--- config.mk ---
export PLATFORM = sky130hd
export DESIGN_NAME = psum_requant
export DESIGN_NICKNAME = d
export VERILOG_FILES = /design/src/rtl/psum_requant.sv
export SDC_FILE = /design/constraint.sdc
export NUM_CORES = 2
export LEC_CHECK = 0
export ABC_AREA = 0
export ABC_CLOCK_PERIOD_IN_PS = 10400
export CAP_MARGIN = 10
export CORE_UTILIZATION = 35
export DETAILED_ROUTE_END_ITERATION = 16
export DONT_BUFFER_PORTS = 1
export MAX_ROUTING_LAYER = met4
export PLACE_DENSITY = 0.51
export SLEW_MARGIN = 40
export SYNTH_ARGS = -nofsm -noshare
export SYNTH_HDL_FRONTEND = slang
export SYNTH_SLANG_ARGS = --single-unit
export TNS_END_PERCENT = 30
--- constraint.sdc ---
create_clock -name clk -period 10.4 [get_ports clk]
set_input_delay 2.08 -clock clk [delete_from_list [all_inputs] [get_ports clk]]
set_output_delay 2.08 -clock clk [all_outputs]
set_load 0.05 [all_outputs]
--- src/rtl/psum_requant.sv ---
// psum_requant: accumulates 2x2 MAC partial-sum tiles over NumCh passes,
// then adds bias, applies a rounding arithmetic right-shift, optional ReLU
// and int8 saturation, and emits one packed int8 word per tile.
//
//   state | meaning
//   ------+-----------------------------------------------------------
//   IDLE  | waiting for iStart; beats are ignored
//   ACC   | adding one partial-sum beat per vld_mac until NumCh beats seen
//   RND   | bias add plus half-LSB rounding term, registered into sk
//   SAT   | shift, ReLU, clamp to int8, register oData, pulse oVld
module psum_requant #(
   parameter int IN_W   = 20,
   parameter int ACC_W  = 28,
   parameter int CNT_W  = 8,
   parameter int BIAS_W = 16
) (
   input  logic                     clk,
   input  logic                     rstn,
   input  logic                     iStart,
   input  logic [CNT_W-1:0]         iNumCh,
   input  logic signed [BIAS_W-1:0] iBias,
   input  logic [4:0]               iShift,
   input  logic                     iReluEn,
   input  logic                     vld_mac,
   input  logic signed [IN_W-1:0]   iAcc0,
   input  logic signed [IN_W-1:0]   iAcc1,
   input  logic signed [IN_W-1:0]   iAcc2,
   input  logic signed [IN_W-1:0]   iAcc3,
   output logic                     oBusy,
   output logic                     oVld,
   output logic [31:0]              oData
);

   // Post-bias values are carried one bit wider than the accumulator.
   localparam int SW = ACC_W + 1;
   localparam logic signed [SW-1:0] Q_MAX = SW'(127);
   localparam logic signed [SW-1:0] Q_MIN = SW'(-128);

   typedef enum logic [1:0] {IDLE, ACC, RND, SAT} state_t;

   state_t                    state, stateNxt;
   logic [CNT_W-1:0]          numCh;
   logic [CNT_W-1:0]          cnt;
   logic signed [BIAS_W-1:0]  bias;
   logic [4:0]                shift;
   logic                      reluEn;
   logic signed [IN_W-1:0]    inAcc [4];
   logic signed [ACC_W-1:0]   acc   [4];
   logic signed [SW-1:0]      sk    [4];
   logic signed [SW-1:0]      shd   [4];
   logic [7:0]                q     [4];
   logic signed [SW-1:0]      rndTerm;
   logic                      startTile;
   logic                      lastBeat;

   assign inAcc[0] = iAcc0;
   assign inAcc[1] = iAcc1;
   assign inAcc[2] = iAcc2;
   assign inAcc[3] = iAcc3;

   assign startTile = (state == IDLE) && iStart;
   assign lastBeat  = (state == ACC) && vld_mac && ((cnt + CNT_W'(1)) == numCh);

   // State register.
   always_ff @(posedge clk or negedge rstn) begin
      if (!rstn) state <= IDLE;
      else       state <= stateNxt;
   end

   // Next-state logic and busy flag.
   always_comb begin
      stateNxt = state;
      oBusy    = 1'b0;
      case (state)
         IDLE: if (iStart) stateNxt = ACC;
         ACC: begin
            oBusy = 1'b1;
            if (lastBeat) stateNxt = RND;
         end
         RND: begin
            oBusy    = 1'b1;
            stateNxt = SAT;
         end
         SAT: begin
            oBusy    = 1'b1;
            stateNxt = IDLE;
         end
         default: stateNxt = IDLE;
      endcase
   end

   // Tile configuration is captured only when a tile starts from IDLE.
   always_ff @(posedge clk or negedge rstn) begin
      if (!rstn) begin
         numCh  <= '0;
         bias   <= '0;
         shift  <= '0;
         reluEn <= 1'b0;
      end else if (startTile) begin
         numCh  <= (iNumCh == '0) ? CNT_W'(1) : iNumCh;
         bias   <= iBias;
         shift  <= iShift;
         reluEn <= iReluEn;
      end
   end

   // Accumulators and pass counter; a beat coincident with iStart is dropped.
   always_ff @(posedge clk or negedge rstn) begin
      if (!rstn) begin
         cnt <= '0;
         for (int k = 0; k < 4; k++) acc[k] <= '0;
      end else if (startTile) begin
         cnt <= '0;
         for (int k = 0; k < 4; k++) acc[k] <= '0;
      end else if (state == ACC && vld_mac) begin
         cnt <= cnt + CNT_W'(1);
         for (int k = 0; k < 4; k++) acc[k] <= acc[k] + ACC_W'(inAcc[k]);
      end
   end

   // Half-LSB rounding term. Shifts whose half-LSB cannot be represented as a
   // positive value in SW bits get no rounding; those shifts reduce any value
   // to its sign anyway.
   always_comb begin
      rndTerm = '0;
      if (shift != 5'd0 && int'(shift) <= ACC_W)
         rndTerm = SW'(1) << (shift - 5'd1);
   end

   // Bias and rounding add, one cycle in RND.
   always_ff @(posedge clk or negedge rstn) begin
      if (!rstn) begin
         for (int k = 0; k < 4; k++) sk[k] <= '0;
      end else if (state == RND) begin
         for (int k = 0; k < 4; k++) sk[k] <= SW'(acc[k]) + SW'(bias) + rndTerm;
      end
   end

   // Shift, ReLU and int8 saturation against the full-width shifted value.
   always_comb begin
      for (int k = 0; k < 4; k++) begin
         shd[k] = sk[k] >>> shift;
         q[k]   = shd[k][7:0];
         if (reluEn && shd[k] < 0)  q[k] = 8'h00;
         else if (shd[k] > Q_MAX)   q[k] = 8'h7F;
         else if (shd[k] < Q_MIN)   q[k] = 8'h80;
      end
   end

   // Output word register and single-cycle valid pulse.
   always_ff @(posedge clk or negedge rstn) begin
      if (!rstn) begin
         oVld  <= 1'b0;
         oData <= '0;
      end else begin
         oVld <= (state == SAT);
         if (state == SAT) oData <= {q[3], q[2], q[1], q[0]};
      end
   end

endmodule

==> metrics.yaml <==
power_and_ir_drop:
  irDropWorstVdd_v: 0.000166
  p_leak_uw: 0.0151
  p_total_uw: 13700
  p_per_area_nw_per_um2: 408
logic_synthesis:
  synth_edf_count: 0
  syn_area_per_cell_um2: 8.87
  yosys_warnings: 0
  async_flop_share: 1.00
  synth_ff_type: "dfrtp_1"
  synth_top_cell_by_area: "dfrtp_1"
  synth_nets: 3963
  synth.distinct_cells: 93
  yosysMostFrequentCell: "nand2_1"
  ys_ff_latch: 301
  synth.cell_area_um2: 31100
  synth.area.top_cells: "dfrtp_1 24%, ha_1 9.1%, fa_1 7.7%"
  seq_area_frac_synth: 0.242
  synth_cells: 3503
  synth_common_cells: "478 x nand2_1, 306 x a21oi_1, 301 x dfrtp_1"
  yosysTopAreaCellShare: 0.242
global_route:
  antenna_found_initial: 5
  grt_max_degree: 302
  grt_pass1_vias: 25500
  busiest_layer: "met2"
  use_met3: 0.0335
  grtUsageTotal: 0.243
  grt_pass1_wl_um: 163000
  grt.met1_usage: 0.349
  grt-ovfl-total: 0
  grt.met2_usage: 0.361
placement:
  hpwlAfterDp_um: 81800
  portBuffers: 0
  gp_congestion: 0.929
  place_area_um2: 32000
  dp.cells: 4513
sta:
  tightestPinTransition_ns: 0.836
  fin_crit_sh: 0.585
  skew_ns: 0.0171
  slew_headroom: 0.443
  rsz0062_at_grt: "no"
  holdWs_ns: 0.496
  finalSetupViolations: 0
  finalSetupTns_ns: 0
  finalHoldViolations: 0
  fmax_mhz: 164
  maxSlewViolCount: 0
  period_needed_ns: 6.08
clock_tree:
  clock-sinks: 301
  cts_tree: "built"
  clk_pin_slew_worst_paths_ns: 0.06
  clockBufferDepth: 3
  cts_buffers: 41
  clkLatencyLatePin_ns: 0.60
  cts_max_level: 2
  cts_resized: 0
  cts_root_buffer: "clkbuf_16"
  hold_buffers: 0
  post_cts_buffers: 0
cells_and_area:
  num-nets-final: 3862
  fin_area_um2: 33600
  fin_cells: 4595
  syn_to_final_growth_pct: 8.11
  layout-drive-gt1-share: 0.0984
setup_path:
  slowest_delay_ns: 0.69
  worst_path_max_delay_cell: "dfrtp_4"
  path_cells: "inv_1 > buf_4 > nand2_1 > nor3_2 > fa_1 > ha_1 > fa_1 > a21oi_1 > o21ai_1 > a2111oi_2 > o31ai_1 > nor2b_1 > or3_1 > a211o_1 > a21oi_1 > xnor2_1 > mux2_2"
  critPathRequiredTime_ns: 10.89
  criticalPathCategory: "reg -> reg"
  cp-start-kind: "flip-flop"
  end_kind: "flip-flop"
  cp_max_fo: 38
  cp_data_arrival_time_ns: 6.57
worst_hold_path:
  hp-class: "reg -> reg"
outcome:
  status: "complete, no violations"
drt:
  ant_nets: 0
  num_vias: 26400
  post_drt_wl_per_cell_um: 23.2
  first_iter_violations: 2239
  firstDrtPassIters: 7
  viasPerCell: 5.75
  drcViolationCount: 0
  wirelength_um: 107000
floorplanning:
  die_w_um: 300
  core_area_um2: 87300
  die_area_um2: 90000
  initial_utilization: 0.356
  io_pins: 148
  die_h_um: 300
  core.rowCount: 108
run:
  maxCapViolCount: 0
[critical path, delay by kind of cell (launching register included)]
family,cells,cell delay (ns)
DFF,1,0.69
AOI/OAI and AO/OA,6,1.56
and+or+nand+nor,4,1.35
muxes,1,0.25
adders and majority gates,3,1.16
xor gates and xnor gates,1,0.08
buffers and inverters,2,0.84
[cells in the final DEF (no fill, tap or decap), types with 19 or more instances in the layout]
master,n
a211oi_1,64
a21o_1,92
a21oi_1,306
a31oi_1,39
and2_1,23
and3_1,24
buf_4,23
clkbuf_16,42
dfrtp_1,294
fa_1,120
ha_1,224
inv_1,130
mux2_2,109
mux2i_1,121
mux4_2,59
nand2_1,477
nand2b_1,31
nand3_1,66
nand4_1,19
nor2_1,259
nor2b_1,26
nor3_1,61
o211ai_1,28
o21a_1,37
o21ai_0,181
o21bai_1,29
o221ai_1,23
or3_1,19
xnor2_1,120
xor2_1,57
[power by group]
| group | switching, uW | internal [uW] |
|---|---|---|
| clock network | 625 | 988 |
| registers | 1290 | 1710 |
| logic | 5330 | 3780 |
[flip-flops by register name, indices dropped and copies added (netlist names)]
signal,count
state,2
sk,116
oData,32
shift,5
cnt,8
reluEn,1
oVld,1
acc,112
bias,16
numCh,8
[metal layers]
layer  vias to the layer above  part of all wire  routed length, um
met4                         0             0.019               1990
met3                        96             0.059               6250
met5                         -                 0                  0
met2                       773              0.44              46700
met1                     12900              0.48              51600
li1                      12600                 -                  -
[worst paths after layout]
| check | start | to | slack (ns) | cells after the start |
|---|---|---|---|---|
| max | shift[2] | sk[83] | 4.32 | 17 |
| min | numCh[6] | numCh[6] | 0.50 | 2 |
| max reg2reg | shift[2] | sk[83] | 4.32 | 17 |
| min reg2reg | numCh[6] | numCh[6] | 0.50 | 2 |
| max in group asynchronous | rstn | bias[15] | 8.52 | 0 |
| min in group asynchronous | rstn | oData[19] | 1.18 | 0 |
[final cells by class]
cell class,count,area [um2]
fill,8929,53700
inverter,136,512
antenna,5,12.5
multi-input combinational,2893,22300
timing repair buffer,29,249
clock buffer,52,1150
sequential,301,7550
clock inverter,24,365
tap,1155,1450
[kinds of logic (layout without fill, tap and decap cells)]
logic type,Yosys count,in the layout,synth area share
simple gates,1093,1093,0.159
compound gates,971,971,0.203
fa+ha+maj,347,347,0.169
buf+inv,309,241,0.0432
mux,305,305,0.134
flops,301,301,0.242
xor+xnor,177,177,0.0499
other cells,0,5,0
[through the flow]
stage	utilization	worst slack (ns)
3_5_place_dp	0.367	4.05
3_3_place_gp	0.366	4.17
6_report	0.385	4.32
4_1_cts	0.384	4.04
5_1_grt	0.385	4.00
2_1_floorplan	-	4.43
Power figures use the tool's default switching activity.
